===== src/rtl/dg0045_pkg.sv =====
// Shared definitions for the DG0045 program-ROM fetch stage: FSM state
// encoding, bus widths, the NOP instruction byte and a small saturating
// increment helper used by the scan-match counter.
package dg0045_pkg;

    localparam int PC_W   = 10;
    localparam int PCHL_W = 5;

    localparam logic [7:0] NOP_BYTE = 8'h00;

    typedef enum logic [2:0] {
        LO_SET,
        LO_WAIT,
        HI_SET,
        HI_WAIT,
        CMP,
        REQ,
        WAIT
    } fetch_state_t;

    // Two-bit increment that sticks at 3 instead of wrapping to 0.
    function automatic logic [1:0] sat_inc2(input logic [1:0] v);
        return (v == 2'b11) ? v : v + 2'd1;
    endfunction

endpackage


===== src/rtl/dg0045_pc_demux.sv =====
// PC_HL de-multiplexer for the DG0045 fetch stage.
// Drives the core's PC_MUX select, waits SETTLE cycles after each toggle
// and captures the low and high halves of the program counter. The fetch
// FSM in the top tells this block which scan phase it is in through four
// one-hot phase strobes; this block reports when the current settle window
// has elapsed and when a full {hi,lo} candidate is ready.
module dg0045_pc_demux
    import dg0045_pkg::*;
#(
    parameter int SETTLE = 1
)(
    input  logic              clk,
    input  logic              rst,
    input  logic              lo_set,
    input  logic              lo_wait,
    input  logic              hi_set,
    input  logic              hi_wait,
    input  logic [PCHL_W-1:0] pc_hl,
    output logic              pc_mux,
    output logic              settle_done,
    output logic              scan_done,
    output logic [PC_W-1:0]   cand
);

    localparam logic [2:0] SETTLE_LAST = 3'(SETTLE - 1);

    logic [2:0]        settle_cnt;
    logic [PCHL_W-1:0] lo;
    logic [PCHL_W-1:0] hi;
    logic              in_wait;

    assign in_wait     = lo_wait | hi_wait;
    assign settle_done = in_wait && (settle_cnt >= SETTLE_LAST);
    assign scan_done   = hi_wait && settle_done;
    assign cand        = {hi, lo};

    // Select register: only the SET phases move it, so it holds its last
    // value while the top is busy issuing or waiting on a ROM read.
    always_ff @(posedge clk or posedge rst) begin
        if (rst) begin
            pc_mux <= 1'b0;
        end else if (lo_set) begin
            pc_mux <= 1'b0;
        end else if (hi_set) begin
            pc_mux <= 1'b1;
        end
    end

    // Settle counter: cleared on every select toggle, counts through the
    // following WAIT phase and saturates rather than wrapping.
    always_ff @(posedge clk or posedge rst) begin
        if (rst) begin
            settle_cnt <= 3'd0;
        end else if (lo_set || hi_set) begin
            settle_cnt <= 3'd0;
        end else if (in_wait && !settle_done && (settle_cnt != 3'd7)) begin
            settle_cnt <= settle_cnt + 3'd1;
        end
    end

    // Half-address capture on the last cycle of each settle window.
    always_ff @(posedge clk or posedge rst) begin
        if (rst) begin
            lo <= '0;
            hi <= '0;
        end else begin
            if (lo_wait && settle_done) begin
                lo <= pc_hl;
            end
            if (hi_wait && settle_done) begin
                hi <= pc_hl;
            end
        end
    end

endmodule


===== src/rtl/dg0045_rom_fetch.sv =====
// DG0045 program-ROM fetch stage (top).
// Continuously scans the core's multiplexed PC_HL bus, and once the
// assembled 10-bit address has been seen unchanged for STABLE_SCANS scans
// and differs from the address already fetched, issues one req/ack read
// and presents the returned byte on a registered output to the core.
// Optional build macro DG0045_FETCH_TIMEOUT_EN bounds the ack wait to
// TIMEOUT cycles, substitutes a NOP on expiry and raises a sticky
// fetch_err flag; without it the wait is unbounded and fetch_err is 0.
module dg0045_rom_fetch
    import dg0045_pkg::*;
#(
    parameter int SETTLE       = 1,
    parameter int STABLE_SCANS = 1,
    parameter int TIMEOUT      = 15
)(
    input  logic              clk,
    input  logic              rst,
    input  logic [PCHL_W-1:0] pc_hl,
    output logic              pc_mux,
    output logic              rom_req,
    output logic [PC_W-1:0]   rom_addr,
    input  logic              rom_ack,
    input  logic [7:0]        rom_data,
    output logic [7:0]        rom_byte,
    output logic              fetch_valid,
    output logic              fetch_err
);

    localparam logic [1:0] MATCH_TARGET = 2'(STABLE_SCANS);

    fetch_state_t    state;
    fetch_state_t    state_next;

    logic            settle_done;
    logic            scan_done;
    logic [PC_W-1:0] cand;

    logic [PC_W-1:0] cur_addr;
    logic            cur_addr_valid;
    logic [PC_W-1:0] prev_cand;
    logic [1:0]      match_cnt;
    logic [1:0]      match_next;

    logic            cand_is_cur;
    logic            launch;
    logic            ack_take;
    logic            timeout_hit;

    dg0045_pc_demux #(
        .SETTLE (SETTLE)
    ) u_demux (
        .clk         (clk),
        .rst         (rst),
        .lo_set      (state == LO_SET),
        .lo_wait     (state == LO_WAIT),
        .hi_set      (state == HI_SET),
        .hi_wait     (state == HI_WAIT),
        .pc_hl       (pc_hl),
        .pc_mux      (pc_mux),
        .settle_done (settle_done),
        .scan_done   (scan_done),
        .cand        (cand)
    );

    // A candidate equal to the address already held needs no read; anything
    // else counts toward stability, restarting at 1 whenever it changes.
    assign cand_is_cur = cur_addr_valid && (cand == cur_addr);
    assign match_next  = (cand == prev_cand) ? sat_inc2(match_cnt) : 2'd1;
    assign launch      = (state == CMP) && !cand_is_cur && (match_next >= MATCH_TARGET);
    // Acks are only honoured in WAIT; one arriving alongside the rising
    // request (REQ) or during scanning is dropped.
    assign ack_take    = (state == WAIT) && rom_ack;

    // FSM state register.
    always_ff @(posedge clk or posedge rst) begin
        if (rst) begin
            state <= LO_SET;
        end else begin
            state <= state_next;
        end
    end

    // Next-state logic: scan lo, scan hi, compare, then optionally one read.
    always_comb begin
        state_next = state;
        unique case (state)
            LO_SET:  state_next = LO_WAIT;
            LO_WAIT: if (settle_done) state_next = HI_SET;
            HI_SET:  state_next = HI_WAIT;
            HI_WAIT: if (scan_done) state_next = CMP;
            CMP:     state_next = launch ? REQ : LO_SET;
            REQ:     state_next = WAIT;
            WAIT:    if (ack_take || timeout_hit) state_next = LO_SET;
            default: state_next = LO_SET;
        endcase
    end

    // Stability tracking across consecutive completed scans.
    always_ff @(posedge clk or posedge rst) begin
        if (rst) begin
            match_cnt <= 2'd0;
            prev_cand <= '0;
        end else if (state == CMP) begin
            if (cand_is_cur) begin
                match_cnt <= 2'd0;
            end else begin
                match_cnt <= match_next;
                prev_cand <= cand;
            end
        end
    end

    // ROM handshake and instruction-byte register. The request and address
    // are launched as the FSM enters REQ so that rom_req is already high
    // there; rom_byte only ever moves on an accepted ack or a timeout.
    always_ff @(posedge clk or posedge rst) begin
        if (rst) begin
            cur_addr       <= '0;
            cur_addr_valid <= 1'b0;
            rom_addr       <= '0;
            rom_req        <= 1'b0;
            rom_byte       <= NOP_BYTE;
            fetch_valid    <= 1'b0;
        end else if (launch) begin
            cur_addr       <= cand;
            cur_addr_valid <= 1'b1;
            rom_addr       <= cand;
            rom_req        <= 1'b1;
            fetch_valid    <= 1'b0;
        end else if (ack_take) begin
            rom_byte       <= rom_data;
            fetch_valid    <= 1'b1;
            rom_req        <= 1'b0;
        end else if (timeout_hit) begin
            rom_byte       <= NOP_BYTE;
            fetch_valid    <= 1'b1;
            rom_req        <= 1'b0;
        end
    end

`ifdef DG0045_FETCH_TIMEOUT_EN
    localparam logic [3:0] TIMEOUT_LAST = 4'(TIMEOUT - 1);

    logic [3:0] wait_cnt;
    logic       err_q;

    // Expiry fires on the TIMEOUT-th WAIT cycle unless that cycle acks.
    assign timeout_hit = (state == WAIT) && !rom_ack && (wait_cnt == TIMEOUT_LAST);
    assign fetch_err   = err_q;

    // Cycles spent in WAIT for the current read; idle outside WAIT.
    always_ff @(posedge clk or posedge rst) begin
        if (rst) begin
            wait_cnt <= 4'd0;
        end else if (state != WAIT) begin
            wait_cnt <= 4'd0;
        end else if (wait_cnt != 4'hF) begin
            wait_cnt <= wait_cnt + 4'd1;
        end
    end

    // Sticky error flag, cleared only by reset.
    always_ff @(posedge clk or posedge rst) begin
        if (rst) begin
            err_q <= 1'b0;
        end else if (timeout_hit) begin
            err_q <= 1'b1;
        end
    end
`else
    assign timeout_hit = 1'b0;
    assign fetch_err   = 1'b0;
`endif

endmodule

===== config.mk =====
export PLATFORM = sky130hd
export DESIGN_NAME = dg0045_rom_fetch
export DESIGN_NICKNAME = d
export VERILOG_FILES = /design/src/rtl/dg0045_pkg.sv /design/src/rtl/dg0045_pc_demux.sv /design/src/rtl/dg0045_rom_fetch.sv
export SDC_FILE = /design/constraint.sdc
export NUM_CORES = 1
export LEC_CHECK = 0
export CORE_MARGIN = 2
export CORE_UTILIZATION = 31
export CTS_BUF_LIST = sky130_fd_sc_hd__clkbuf_4
export CTS_CLUSTER_SIZE = 12
export DETAILED_ROUTE_END_ITERATION = 6
export DONT_BUFFER_PORTS = 1
export SYNTH_ARGS = -nofsm -noshare
export SYNTH_HDL_FRONTEND = slang
export SYNTH_SLANG_ARGS = --single-unit

===== constraint.sdc =====
create_clock -name clk -period 4.5 [get_ports clk]
set_input_delay 0.45 -clock clk [delete_from_list [all_inputs] [get_ports clk]]
set_output_delay 0.45 -clock clk [all_outputs]
set_load 0.1 [all_outputs]

==> impl_metrics.env <==
export IMPL_synth_fa_ha_area_frac=0
export IMPL_crit_arrival_ps=2490
export IMPL_post_cts_buffers=0
export IMPL_finalSetupViolCount=0
export IMPL_relSlewSlack=0.337
export IMPL_finalMaxSlewViolations=0
export IMPL_cts_htree_levels=2
export IMPL_maxCapViolations=0
export IMPL_root_buffer="clkbuf_4"
export IMPL_ys_warn_count=0
export IMPL_wl_per_cell_um=14.4
export IMPL_grt_total_usage=0.109
export IMPL_detail_route_antenna_nets=0
export IMPL_dr_pass1_iters=4
export IMPL_antenna_found_initial=0
export IMPL_clkTransAtPathRegs_ps=110
export IMPL_cpMaxStageDelayCell="dfrtp_1"
export IMPL_core_um2=4720
export IMPL_final_cell_mix="35 x dfrtp_1, 19 x mux2_2, 17 x nand2_1"
export IMPL_dieArea_um2=5490
export IMPL_rows=25
export IMPL_hold_viol_final=0
export IMPL_grt_pass1_wl_mm=4.35
export IMPL_utilization=0.353
export IMPL_synth_seq_cells=35
export IMPL_synthMuxAreaShare=0.200
export IMPL_cts_tree="done"
export IMPL_synthToLayoutAreaGrowth_pct=9.61
export IMPL_endpoint_kind="flop"
export IMPL_syn_inst=116
export IMPL_layout_drive_gt1_share=0.301
export IMPL_fillCellCount=461
export IMPL_portBuffers=0
export IMPL_worstPathRequired_ps=4720
export IMPL_place_ws_ps=2230
export IMPL_whs_ps=255
export IMPL_synth_largest_area_cell="dfrtp_1"
export IMPL_avgSynthCellArea_um2=13.1
export IMPL_hpwl_mm=2.08
export IMPL_worstPathCellList="xnor2_1 -> nand4_1 -> nor4_4 -> nor2_4 -> mux2_4"
export IMPL_syn_area_um2=1520
export IMPL_ys_seq_area_frac=0.575
export IMPL_rsz0062_at_grt="no"
export IMPL_netlist_area_leader_share=0.575
export IMPL_final_common_cell="dfrtp_1"
export IMPL_fin_tns_setup_ps=0
export IMPL_hold_path_class="input port to flop"
export IMPL_synth_net_count=132
export IMPL_via_count=866
export IMPL_crit_path_max_incr_delay_ps=980
export IMPL_setup_ws_ps=2230
export IMPL_top_level_ports=38
export IMPL_cts_buffer_depth=2
export IMPL_synth_area_leaders="dfrtp_1 58%, mux2_2 14%, mux2_4 5.9%"
export IMPL_crit_family="flip-flops"
export IMPL_start_util=0.322
export IMPL_yosys_area_share_simple=0.118
export IMPL_synth_top_family_by_area="multiplexers"
export IMPL_fin_crit_ps=2270
export IMPL_gp_congestion=0.797
export IMPL_vias_per_cell=4.56
export IMPL_die_h_um=74.1
export IMPL_numCtsBuffers=5
export IMPL_finalClockSkew_ps=11.6
export IMPL_clk_latency_ps=330
export IMPL_path_class="flop to flop"
export IMPL_synth_xor_area_share=0.0575
export IMPL_wirelength_mm=2.73
export IMPL_grt_pass1_vias=899
export IMPL_fin_nets=138
export IMPL_start_kind="flop"
export IMPL_synthDistinctLibCells=25
export IMPL_drcViolationCount=0
export IMPL_synth_compound_area_share=0.0197
export IMPL_crit_start="cur_addr[7]"
export IMPL_crit_buf_inv=0
export IMPL_cts_resized=0
export IMPL_status="complete, no violations"
export IMPL_cp_max_fo=8
export IMPL_first_iter_violations=19
export IMPL_hp_start="pc_hl[0]"
export IMPL_diodes=0
export IMPL_min_period_over_period=0.505
export IMPL_grt_overflow_total=0
export IMPL_worstMarginPinSlew_ps=994
export IMPL_fmax_mhz=440
export IMPL_cts_sinks=35
export IMPL_chipWidth_um=74.1
export IMPL_grt_max_degree=34
export IMPL_rr_startpoint="cur_addr[7]"
[metal layers]
| metal | GRT usage | vias to the layer above | part of all wire |
|---|---|---|---|
| li1 | - | 398 | - |
| met5 | 0 | - | 0 |
| met2 | 0.183 | 21 | 0.52 |
| met1 | 0.110 | 441 | 0.38 |
| met3 | 0.0569 | 6 | 0.075 |
| met4 | 0.0606 | 0 | 0.024 |
[area by class of cell]
cell class	instances	area, um^2	share of cell area
flip-flops and latches	35	876	0.525
multi-input cells	75	604	0.362
well taps	67	83.8	0.0502
clock inverters	3	38.8	0.0232
clock buffers	5	37.5	0.0225
repair buffers	2	17.5	0.0105
inverters	3	11.3	0.00675
[state kept, by name, summed over array words and instances, names as in the netlist]
name	flops
rom_req	1
u_demux.lo	5
cur_addr_valid	1
cur_addr	10
rom_byte	8
u_demux.pc_mux	1
state	3
fetch_valid	1
u_demux.hi	5
[worst register-to-register path, delay by kind of cell, from the launching register on]
kind                      cells  cell delay (ps)
xor gates and xnor gates      1              220
DFF                           1              980
muxes                         1              310
and+or+nand+nor               3              650
[logic make-up (layout without fill, tap and decap cells)]
kind of cell / after synthesis / after routing
simple gates: 34 / 34
mux: 25 / 25
buf+inv: 6 / 13
xor+xnor: 10 / 10
compound gates: 5 / 5
other cells: 1 / 1
flops: 35 / 35
[cells in the mapped netlist]
library cell   n
o21ai_0        2
nand4_1        1
nand2b_1       3
dfrtp_1       35
nor2_1         3
buf_4          1
buf_12         1
a21o_2         1
nand2_1       17
inv_1          3
mux2_4         6
xnor2_1       10
clkbuf_1       1
nand3_1        2
conb_1         1
nor2_4         1
nor2b_1        1
nor3_1         2
and2_1         1
or2_2          1
nor4_4         1
mux2_2        19
nor3b_1        1
a31oi_1        1
a21oi_1        1
[path summary, 6_finish.rpt]
kind / endpoint / slack [ps] / depth (start not counted)
worst min register to register: cur_addr_valid / 480 / 1
worst min-delay path: u_demux.hi[0] / 250 / 1
worst max-delay path: cur_addr[0] / 2230 / 5
max in group asynchronous: rom_byte[5] / 3480 / 3
worst max register to register: cur_addr[0] / 2230 / 5
min in group asynchronous: rom_byte[2] / 410 / 2
[repair_timing]
item | CTS | global route
setup endpoints to repair | 0 | 0
hold endpoints to repair | 2 | 0
hold buffers | 1 | 0
[metrics by stage]
step,area (um^2),instances
floorplan,1520,116
finish,1670,190
detailed placement,1580,181
CTS,1670,190
global placement,1580,181
global route,1670,190
Power is not shown: default switching activity piles up to over one toggle a cycle in this logic, so the estimate is an artifact.
